==> src/rtl/req_pending_latch.sv <==
// Edge-triggered request latch feeding a priority encoder: per-source pending bits with
// ack-clear, mask gating on the output, sticky overflow flags and a saturating event counter.
module req_pending_latch (
  input  logic       clk,
  input  logic       rst_n,
  input  logic [7:0] req_in,
  input  logic       mask_wr,
  input  logic [7:0] mask_data,
  input  logic       ack,
  input  logic [2:0] ack_idx,
  input  logic       ovf_clr,
  output logic [7:0] pend_out,
  output logic       pend_valid,
  output logic [7:0] mask_q,
  output logic [7:0] ovf,
  output logic [7:0] evt_cnt
);

  logic [7:0] req_prev_reg;
  logic [7:0] pending_reg, pending_next;
  logic [7:0] ovf_reg, ovf_next;
  logic [7:0] mask_reg;
  logic [7:0] evt_cnt_reg, evt_cnt_next;
  logic [7:0] rise;
  logic [7:0] ack_vec;
  logic [3:0] inc;
  logic [8:0] cnt_sum;

  // Per-source edge detect and pending/overflow update; a same-cycle edge beats its ack.
  for (genvar gi = 0; gi < 8; gi++) begin : g_src
    assign rise[gi]         = req_in[gi] & ~req_prev_reg[gi];
    assign ack_vec[gi]      = ack && (ack_idx == 3'(gi));
    assign pending_next[gi] = rise[gi] | (pending_reg[gi] & ~ack_vec[gi]);
    assign ovf_next[gi]     = (rise[gi] & pending_reg[gi] & ~ack_vec[gi]) |
                              (ovf_reg[gi] & ~ovf_clr);
  end

  always_comb begin
    inc = 4'd0;
    for (int i = 0; i < 8; i++) begin
      inc = inc + {3'b000, rise[i]};
    end
  end

  assign cnt_sum      = {1'b0, evt_cnt_reg} + {5'b00000, inc};
  assign evt_cnt_next = cnt_sum[8] ? 8'hFF : cnt_sum[7:0];

  always_ff @(posedge clk) begin
    if (!rst_n) begin
      req_prev_reg <= 8'h00;
      pending_reg  <= 8'h00;
      ovf_reg      <= 8'h00;
      evt_cnt_reg  <= 8'h00;
      mask_reg     <= 8'hFF;
    end else begin
      req_prev_reg <= req_in;
      pending_reg  <= pending_next;
      ovf_reg      <= ovf_next;
      evt_cnt_reg  <= evt_cnt_next;
      if (mask_wr) begin
        mask_reg <= mask_data;
      end
    end
  end

  // Outputs depend on registers only, so no input reaches them combinationally.
  assign pend_out   = pending_reg & ~mask_reg;
  assign pend_valid = |pend_out;
  assign mask_q     = mask_reg;
  assign ovf        = ovf_reg;
  assign evt_cnt    = evt_cnt_reg;

endmodule

==> config.mk <==
export PLATFORM = sky130hd
export DESIGN_NAME = req_pending_latch
export DESIGN_NICKNAME = d
export VERILOG_FILES = /design/src/rtl/req_pending_latch.sv
export SDC_FILE = /design/constraint.sdc
export NUM_CORES = 1
export LEC_CHECK = 0
export ABC_AREA = 1
export CORE_UTILIZATION = 41
export DETAILED_ROUTE_END_ITERATION = 8
export PLACE_DENSITY = 0.76
export RECOVER_POWER = 100
export SETUP_SLACK_MARGIN = 0.4
export SLEW_MARGIN = 20
export SYNTH_ARGS = -nofsm -noshare
export SYNTH_HDL_FRONTEND = slang
export SYNTH_SLANG_ARGS = --single-unit
==> constraint.sdc <==
create_clock -name clk -period 4.15 [get_ports clk]
set_input_delay 1.245 -clock clk [delete_from_list [all_inputs] [get_ports clk]]
set_output_delay 1.245 -clock clk [all_outputs]
set_load 0.05 [all_outputs]
## Word level (Yosys, flattened, before mapping)

Index checks and enable logic that the tools add are counted.

| storage, ports and cells | value |
|---|---|
| input port bits | 24 |
| word-level logic and storage cells | 106 |
| output and inout bits | 33 |
| bits in registers | 40 |

| operators by class | value |
|---|---|
| reductions and logical operators | 10 |
| multiplexer cells | 1 |
| $add $sub $neg | 8 |
| equality and inequality tests | 7 |
| bitwise operators | 75 |

Operator list:

| cell | count |
|---|---|
| bitwise AND 1 bit | 40 |
| NOT 1 bit | 17 |
| adder 4 x 1 -> 4 bit | 4 |
| bitwise OR 1 bit | 16 |
| equality test 3 bit, second input constant | 4 |
| adder 8 x 4 -> 9 bit | 1 |
| bitwise AND 8 bit | 1 |
| logical AND 1 bit | 8 |
| 2-to-1 mux 8 bit | 1 |
| NOT 8 bit | 1 |
| OR reduction 8 bit | 1 |
| equality test 3 x 2 -> 1 bit, second input constant | 2 |
| adder 3 x 1 -> 4 bit | 1 |
| adder 2 x 1 -> 3 bit | 1 |
| equality test 3 x 1 -> 1 bit, second input constant | 1 |
| zero test 3 bit | 1 |
| adder 1 x 1 -> 2 bit | 1 |

## Longest topological paths before layout

Gate-level depths: netlist of the first run.

| depth | value |
|---|---|
| word-level depth | 11 |
| mapped depth | 17 |
| mapped depth without buffers | 17 |

## Worst setup path before layout of the first run

Ideal clock, no wire load.

| timing | value |
|---|---|
| path kind | in2reg |
| start | in req_in[0] |
| end | reg evt_cnt_reg[7], in the netlist evt_cnt[7] |
| stages | 15 |
| buffers on the path | 0 |
| setup time | 117 ps |
| data arrival time | 4,312 ps |
| path slack | -279 ps |
| required time | 4,033 ps |
| path through | nand2_1 > inv_1 > fa_1 > inv_1 > fa_1 > inv_1 > fa_1 > fa_1 > fa_1 > nand3_1 > nand2_1 > nand2_2 > nand2_1 > nor2_1 > nor2_1 |

| between the ends | value |
|---|---|
| word-level cells in the longest chain between the ends | 10 |

Ends and longest elaborated chain:

| what | line | text |
|---|---|---|
| start, declared | 6 | `input logic [7:0] req_in,` |
| bitwise AND 1 bit | 31 | `assign rise[gi] = req_in[gi] & ~req_prev_reg[gi];` |
| adder 1 x 1 -> 2 bit | 41 | `inc = inc + {3'b000, rise[i]};` |
| adder 2 x 1 -> 3 bit | 41 |  |
| adder 3 x 1 -> 4 bit | 41 |  |
| adder 4 x 1 -> 4 bit (4 in series) | 41 |  |
| adder 8 x 4 -> 9 bit | 45 | `assign cnt_sum = {1'b0, evt_cnt_reg} + {5'b00000, inc};` |
| 2-to-1 mux 8 bit | 46 | `assign evt_cnt_next = cnt_sum[8] ? 8'hFF : cnt_sum[7:0];` |
| end signal, assigned | 59 | `evt_cnt_reg <= evt_cnt_next;` |
| end, declared | 23 | `logic [7:0] evt_cnt_reg, evt_cnt_next;` |

No other way between the ends.
A chain may end at the register's enable or synchronous reset.

## Worst setup path in the final report of the first run

Ends and elaborated chain as after synthesis.

==> results of run 1 <==
-- repair_timing --
item                       CTS  global route
cloned                       0             0
resized for setup           14             1
pin swaps                    9             2
setup endpoints to repair    8             8
buffers inserted             2             0
-- area by class of cell --
class | count | area [µm²] | area share (%)
Timing Repair Buffer | 66 | 647 | 24.4
Sequential cell | 40 | 801 | 30.2
Tap cell | 50 | 62.6 | 2.36
Inverter | 47 | 179 | 6.75
Multi-Input combinational cell | 156 | 866 | 32.7
Clock buffer | 7 | 96.3 | 3.63
-- worst paths after layout --
kind,from,to,slack (ns),cells after the start
setup / recovery,req_in[0],evt_cnt[7],0.14,16
hold / removal,ovf[4],ovf[4],0.47,2
setup reg to reg,req_prev_reg[0],evt_cnt[7],0.81,16
hold reg to reg,ovf[4],ovf[4],0.47,2
-- worst register-to-register path, stage by stage (launching register included) --
cell and delay [ns]:
dfxtp_1 0.32, inv_1 0.06, nand2_4 0.07, inv_2 0.04, fa_1 0.49, inv_1 0.05, fa_1 0.52, inv_1 0.05
fa_1 0.45, fa_2 0.37, fa_2 0.37, nand3_2 0.08, nand2_2 0.09, nand2_4 0.09, nand2_1 0.05, nor2_1 0.08
nor2_1 0.04
-- per-layer routing --
metal | track usage (%) | vias up
met2 | 35.2 | 53
met1 | 24.6 | 768
li1 | - | 901
met4 | 7.55 | 0
met3 | 6.09 | 5
met5 | 0 | -
-- kinds of logic after synthesis --
kind of cell | share of synthesized area, %
AND/OR/NAND/NOR | 27.1
flip-flops | 44.0
adder cells (fa/ha/maj) | 9.62
XOR/XNOR | 1.44
buffers and inverters | 11.0
AO/OA/AOI/OAI | 6.87
-- per-stage QoR --
stage	TNS (ns)	cell area [µm²]	utilization (%)	hold slack, ns	power [mW]
2_1_floorplan	0	1860	-	0.452	0.809
3_3_place_gp	-4.75	2530	61.1	0.452	0.955
3_5_place_dp	-5.06	2530	61.1	0.464	0.956
4_1_cts	0	2660	64.2	0.475	1.25
5_1_grt	0	2650	64.0	0.488	1.31
6_report	0	2650	64.0	0.468	1.23
-- power by group through the flow --
stage | clock [mW] | sequential [mW] | combinational (mW)
2_1_floorplan | 0 | 0.549 | 0.260
3_3_place_gp | 0 | 0.459 | 0.496
3_5_place_dp | 0 | 0.460 | 0.496
4_1_cts | 0.281 | 0.451 | 0.522
5_1_grt | 0.299 | 0.454 | 0.556
6_report | 0.275 | 0.450 | 0.500
-- Yosys cell counts --
cell | count | share of area, %
clkbuf_1 | 1 | 0.21
fa_1 | 5 | 5.5
nand2_2 | 1 | 0.34
inv_2 | 2 | 0.41
xor2_1 | 2 | 0.96
a21oi_2 | 1 | 0.48
or2_1 | 1 | 0.34
inv_1 | 45 | 9.3
dfxtp_1 | 40 | 44
ha_1 | 6 | 4.1
nand4_1 | 2 | 0.69
nor3_1 | 1 | 0.27
xnor2_1 | 1 | 0.48
a31oi_1 | 1 | 0.34
a21oi_1 | 22 | 6.0
nand2_1 | 69 | 14
nor4_1 | 2 | 0.69
nor2_1 | 18 | 3.7
nor3_2 | 1 | 0.55
nand3_1 | 23 | 6.3
buf_2 | 4 | 1.1
==> flow_metrics.tcl, run 1 <==
set metrics [dict create \
    drcViolationCount 0 \
    nFillCells 354 \
    cpPeakStageDelay_ns 0.52 \
    ys_types 21 \
    die-area_um2 4710 \
    crit_type "primary input to flip-flop" \
    hold_viol 0 \
    yosysWarnings 0 \
    place_congestion 0.855 \
    crit_top_cell "fa_1" \
    clk_latency_ns 0.29 \
    setup_viol 0 \
    finClkSkew_ns 0.00518 \
    io_buffers 56 \
    seqPwrFrac_pct 36.7 \
    p_int_uw 765 \
    status "finished clean" \
    root_buffer "clkbuf_8" \
    clk_pin_slew_ns 0.08 \
    antenna_left 0 \
    synthesis.nets 283 \
    crit_slowest_cell "fa_1" \
    worstSetupStartpointType "primary input" \
    worst-path-buf-inv 4 \
    dr.first_iter.drc_count 116 \
    dr_wl_met3_um 321 \
    arrival_ns 4.16 \
    post-route-period-util_pct 96.6 \
    synth_area_um2 1820 \
    synth_cells 248 \
    final.setup.worst_slack_ns 0.142 \
    switching_share_pct 37.6 \
    drive_gt1_share_pct 10.1 \
    max_slew_margin_pct 36.0 \
    cts_buffers 5 \
    timing.final.crit_period_ns 4.01 \
    fin_cells 366 \
    worstMarginPinSlew_ns 0.960 \
    cp-end-kind "flip-flop" \
    syn_area_per_cell_um2 7.35 \
    ys_ff_latch 40 \
    ios 57 \
    rsz0062_at_grt "yes" \
    highest_layer "met4" \
    switchingPower_uw 461 \
    grt_usage_pct 20.7 \
    clk_path_buf_depth 2 \
    fin_nets 351 \
    drt_wl_total_um 4310 \
    cap_violations 0 \
    path_delay_family "adder cells" \
    coreArea_um2 4140 \
    wl_per_cell_um 11.8 \
    yosysSeqAreaShare_pct 44.0 \
    dp_slack_ns -0.658 \
    ctsHoldBuffers 0 \
    n_antenna_cell 0 \
    cts_sinks 40 \
    dieHeight_um 68.7 \
    routed-wl-met2_um 2000 \
    power.share.clock_pct 22.4 \
    cts_max_level 2 \
    p_comb_share_pct 40.8 \
    worst-path-max-fanout 3 \
    dp.cells 357 \
    layout_commonest_cell "nand2_1" \
    grt_overflow 0 \
    row_count 23 \
    drv_slew 0 \
    area_delta_synth_final_pct 45.5 \
    crit_required_ns 4.30 \
    firstDrtPassIters 4 \
    power_leakage_nw 1.32 \
    layout_common_cells "nand2_1 (66), inv_1 (43), dfxtp_1 (40)" \
    vias 1727 \
    grt_max_degree 23 \
    fmax_ghz 0.250 \
    grt_pass1_wl_um 7060 \
    wl_met1_um 1930 \
    via_per_inst 4.72 \
    grt_pass1_vias 1625 \
    tritoncts "yes" \
    cp_cell_sequence "buf_6, nand2_4, inv_2, fa_1, inv_1, fa_1, inv_1, fa_1, fa_2, fa_2, nand3_2, nand2_2, nand2_4, nand2_1, nor2_1, nor2_1" \
    die_w_um 68.7 \
    hp-class "flip-flop to flip-flop" \
    antenna_found_initial 0 \
    ir_drop_mv 0.385 \
    power.density_nw_per_um2 462 \
    place_hpwl_um 3240 \
    initial_utilization_pct 44.0 \
]
Note: power is estimated with default switching activity, not from simulation.
==> run 2: changes to the inputs <==
--- a/config.mk
+++ b/config.mk
@@ -6,6 +6,7 @@
 export NUM_CORES = 1
 export LEC_CHECK = 0
 export ABC_AREA = 1
+export CORE_ASPECT_RATIO = 1.2
 export CORE_UTILIZATION = 41
 export DETAILED_ROUTE_END_ITERATION = 8
 export PLACE_DENSITY = 0.76
==> run 2 against run 1 <==
Compared with the run above: cell count increased by 1.1%; via count decreased by 1.6%; die area about the same; largest power group unchanged.
==> flow_metrics.tcl, run 2 (same netlist as run 1, synthesis figures left out) <==
set metrics [dict create \
    place_congestion 0.781 \
    drcViolationCount 0 \
    nFillCells 390 \
    antenna_left 0 \
    seqCellArea_um2 801 \
    drive_gt1_share_pct 9.24 \
    place_hpwl_um 3280 \
    max_slew_margin_pct 40.3 \
    timing.final.crit_period_ns 3.98 \
    drv_slew 0 \
    worstMarginPinSlew_ns 0.895 \
    p_int_uw 814 \
    io_buffers 56 \
    switchingPower_uw 478 \
    multi_input_area_um2 875 \
    firstDrtPassIters 4 \
    cts_sinks 40 \
    ctsHoldBuffers 0 \
    post-route-period-util_pct 95.9 \
    clk_path_buf_depth 2 \
    layout_commonest_cell "nand2_1" \
    fmax_ghz 0.251 \
    fin_tns_setup_ns 0 \
    fin_nets 348 \
    cts_max_level 2 \
    switching_share_pct 37.0 \
    power_leakage_nw 1.32 \
    worstSetupStartpointType "primary input" \
    grt_max_degree 23 \
    cp_cell_sequence "buf_8, nand2_4, inv_4, fa_1, inv_1, fa_1, inv_1, fa_1, fa_2, fa_2, nand3_2, nand2_4, nand2_4, buf_12, a21oi_1" \
    dieHeight_um 75.0 \
    row_count 26 \
    crit_slowest_cell "fa_1" \
    cp-end-kind "flip-flop" \
    wl_per_cell_um 11.4 \
    area_delta_synth_final_pct 46.2 \
    dp_slack_ns -0.689 \
    p_comb_share_pct 41.1 \
    cts_buffers 5 \
    grt_overflow 0 \
    cpPeakStageDelay_ns 0.49 \
    hold_viol 0 \
    grt_pass1_vias 1588 \
    final.setup.worst_slack_ns 0.172 \
    hp-class "flip-flop to flip-flop" \
    coreArea_um2 4260 \
    crit_type "primary input to flip-flop" \
    ir_drop_mv 0.358 \
    crit_required_ns 4.29 \
    grt_usage_pct 19.7 \
    rsz0062_at_grt "yes" \
    via_per_inst 4.59 \
    dp.cells 360 \
    vias 1700 \
    seqPwrFrac_pct 34.8 \
    whs_ns 0.463 \
    fin_cells 370 \
    power.share.clock_pct 24.2 \
    worst-path-max-fanout 4 \
    n_antenna_cell 0 \
    drt_wl_total_um 4230 \
    ios 57 \
    grt_pass1_wl_um 6970 \
    power.density_nw_per_um2 485 \
    status "finished clean" \
    final_util_pct 62.5 \
    tritoncts "yes" \
    setup_viol 0 \
    die-area_um2 4720 \
    root_buffer "clkbuf_8" \
    arrival_ns 4.12 \
    antenna_found_initial 0 \
    clk_latency_ns 0.29 \
    finClkSkew_ns 0.00672 \
    layout_common_cells "nand2_1 (66), inv_1 (43), dfxtp_1 (40)" \
    clk_pin_slew_ns 0.07 \
    initial_utilization_pct 42.7 \
    dr.first_iter.drc_count 94 \
    cap_violations 0 \
    die_w_um 62.9 \
]
[run 2: cell types whose count changed in the layout (fill, tap and decap cells not counted), sizes merged]
cell    before  now
clkinv       0    1
buf         11    8
clkbuf       8    7
bufinv       0    1
[run 2: worst paths after layout]
kind / from / end / slack, ns / cells past startpoint
worst max-delay path: req_in[0] / evt_cnt[0] / 0.17 / 15
worst min-delay path: ovf[0] / ovf[0] / 0.46 / 2
worst max register to register: req_prev_reg[0] / evt_cnt[0] / 0.84 / 15
worst min register to register: ovf[0] / ovf[0] / 0.46 / 2
[run 2: layout make-up]
type | instances | share of cell area, %
repair buffers | 63 | 23.6
multi-input cells | 156 | 32.8
clock buffers | 6 | 2.73
clock inverters | 2 | 1.32
flip-flops and latches | 40 | 30.1
inverters | 47 | 6.81
well taps | 56 | 2.63
[run 2: timing repair]
action | CTS | global route
setup endpoints to repair | 8 | 8
gates cloned | 0 | 0
buffers inserted | 1 | 1
gates resized for setup | 15 | 2
endpoints found under the hold margin | 0 | 0
pin swaps | 11 | 4
[run 2: power by group through the flow]
| stage | clock, mW | combinational (mW) | sequential, mW |
|---|---|---|---|
| 2_1_floorplan | 0 | 0.260 | 0.549 |
| 3_3_place_gp | 0 | 0.505 | 0.459 |
| 3_5_place_dp | 0 | 0.512 | 0.459 |
| 4_1_cts | 0.315 | 0.539 | 0.451 |
| 5_1_grt | 0.332 | 0.579 | 0.455 |
| 6_report | 0.312 | 0.531 | 0.450 |
[run 2: routing by layer]
layer	up-vias	routed length, µm	track usage [%]	share of wire (%)
li1	893	-	-	-
met1	771	1790	22.1	42
met2	31	2230	36.5	53
met3	5	142	4.70	3.4
met4	0	59	7.49	1.4
met5	-	0	0	0
[run 2: critical path: cells and delay by family]
kind,cells,cell delay (ns)
fa+ha+maj,5,2.13
compound gates,1,0.06
simple gates,4,0.31
buf+inv,5,0.34
[run 2: per-stage QoR]
| step | cell area, µm² | power, mW |
|---|---|---|
| after CTS | 2640 | 1.30 |
| after global placement | 2500 | 0.965 |
| final | 2660 | 1.29 |
| after global routing | 2660 | 1.37 |
| after floorplan | 1860 | 0.809 |
| after detailed placement | 2500 | 0.972 |
==> run 3: changes to the inputs <==
--- a/config.mk
+++ b/config.mk
@@ -9,7 +9,7 @@
 export CORE_ASPECT_RATIO = 1.2
 export CORE_UTILIZATION = 41
 export DETAILED_ROUTE_END_ITERATION = 8
-export PLACE_DENSITY = 0.76
+export PLACE_DENSITY = 0.75
 export RECOVER_POWER = 100
 export SETUP_SLACK_MARGIN = 0.4
 export SLEW_MARGIN = 20
==> run 3 against run 2 <==
Compared with the run above: final area up 0.28%; sequential power about the same; count of clock-buffer cells in the layout unchanged; largest cell class unchanged; largest power group unchanged; highest routed layer unchanged.
==> flow_metrics.tcl, run 3 (same netlist as run 1, synthesis figures left out) <==
set metrics [dict create \
    status "finished clean" \
    dp_slack_ns -0.701 \
    vias 1740 \
    io_buffers 56 \
    root_buffer "clkbuf_8" \
    grt_pass1_wl_um 7120 \
    power_leakage_nw 1.33 \
    layout_commonest_cell "nand2_1" \
    place_hpwl_um 3270 \
    cap_violations 0 \
    cp-end-kind "flip-flop" \
    cts_buffers 5 \
    finClkSkew_ns 0.00693 \
    power.density_nw_per_um2 462 \
    hp-class "flip-flop to flip-flop" \
    grt_usage_pct 20.0 \
    drcViolationCount 0 \
    cts_sinks 40 \
    max_slew_margin_pct 38.7 \
    clk_pin_slew_ns 0.07 \
    fmax_ghz 0.250 \
    grt_overflow 0 \
    drv_slew 0 \
    tritoncts "yes" \
    clk_latency_ns 0.30 \
    coreArea_um2 4260 \
    layout_common_cells "nand2_1 (66), inv_1 (43), dfxtp_1 (40)" \
    worstMarginPinSlew_ns 0.919 \
    drt_wl_total_um 4290 \
    crit_type "primary input to flip-flop" \
    whs_ns 0.462 \
    post-route-cell-area_um2 2670 \
    wl_per_cell_um 11.5 \
    ir_drop_mv 0.312 \
    r2r.worst_path.cells 14 \
    cts_max_level 2 \
    grt_pass1_vias 1654 \
    die-area_um2 4720 \
    fin_nets 352 \
    initial_utilization_pct 42.7 \
    clk_path_buf_depth 2 \
    place_congestion 0.811 \
    area_delta_synth_final_pct 46.6 \
    post-route-period-util_pct 96.3 \
    via_per_inst 4.66 \
    antenna_left 0 \
    dieHeight_um 75.0 \
    final.setup.worst_slack_ns 0.155 \
    dr.first_iter.drc_count 61 \
    row_count 26 \
    die_w_um 62.9 \
    whs_path_depth 2 \
    ios 57 \
    drive_gt1_share_pct 10.4 \
    rsz0062_at_grt "yes" \
    worstSetupStartpointType "primary input" \
    timing.final.crit_period_ns 4.00 \
    firstDrtPassIters 4 \
    hold_viol 0 \
    arrival_ns 4.14 \
    antenna_found_initial 0 \
    placed_area_um2 2500 \
    n_antenna_cell 0 \
    grt_max_degree 23 \
    crit_required_ns 4.30 \
    nFillCells 385 \
    setup_viol 0 \
    worst-path-max-fanout 3 \
]
## run 3: where the power goes
group          leakage [nW]  internal, mW  switching (mW)
sequential            0.331         0.424          0.0256
clock                0.0410         0.114           0.128
combinational         0.958         0.221           0.320
total                  1.33         0.758           0.474
## run 3: layer usage
| metal | vias to the layer above | routed length, µm | global-route usage [%] |
|---|---|---|---|
| li1 | 900 | - | - |
| met1 | 793 | 1800 | 21.8 |
| met2 | 37 | 2250 | 37.4 |
| met3 | 10 | 143 | 3.79 |
| met4 | 0 | 98 | 10.1 |
| met5 | - | 0 | 0 |
## run 3: worst paths after layout
kind	to	slack (ns)	start
worst max-delay path	evt_cnt[4]	0.15	req_in[0]
worst max register to register	evt_cnt[4]	0.82	req_prev_reg[0]
worst min register to register	ovf[3]	0.46	ovf[3]
worst min-delay path	ovf[3]	0.46	ovf[3]
## run 3: cell type report
cell class	instances	area [µm²]	area share (%)
tap	56	70.1	2.62
multi-input combinational	156	878	32.9
timing repair buffer	67	662	24.8
clock buffer	6	72.6	2.72
inverter	47	181	6.79
clock inverter	1	5.00	0.187
sequential	40	801	30.0
## run 3: metrics by stage
step	std cells	TNS, ns	total power [mW]	util, %
floorplan	248	0	0.809	-
global placement	360	-4.44	0.964	58.8
detailed placement	360	-4.97	0.972	58.8
CTS	370	0	1.25	61.7
global route	373	0	1.31	62.7
finish	373	0	1.23	62.7
## run 3: what timing repair did
item,in CTS,in global routing
buffers inserted,3,3
gates resized for setup,16,3
pin swaps,11,3
hold buffers,0,0
endpoints found under the hold margin,0,0
endpoints found under the setup margin,8,8
## run 3: critical path, stage by stage
cell     delay (ns)
buf_8          0.10
nand2_4        0.06
inv_4          0.04
fa_1           0.50
inv_1          0.05
fa_1           0.48
inv_1          0.05
fa_1           0.45
fa_2           0.37
fa_2           0.36
nand3_2        0.09
nand2_4        0.07
xor2_1         0.20
a21oi_1        0.09
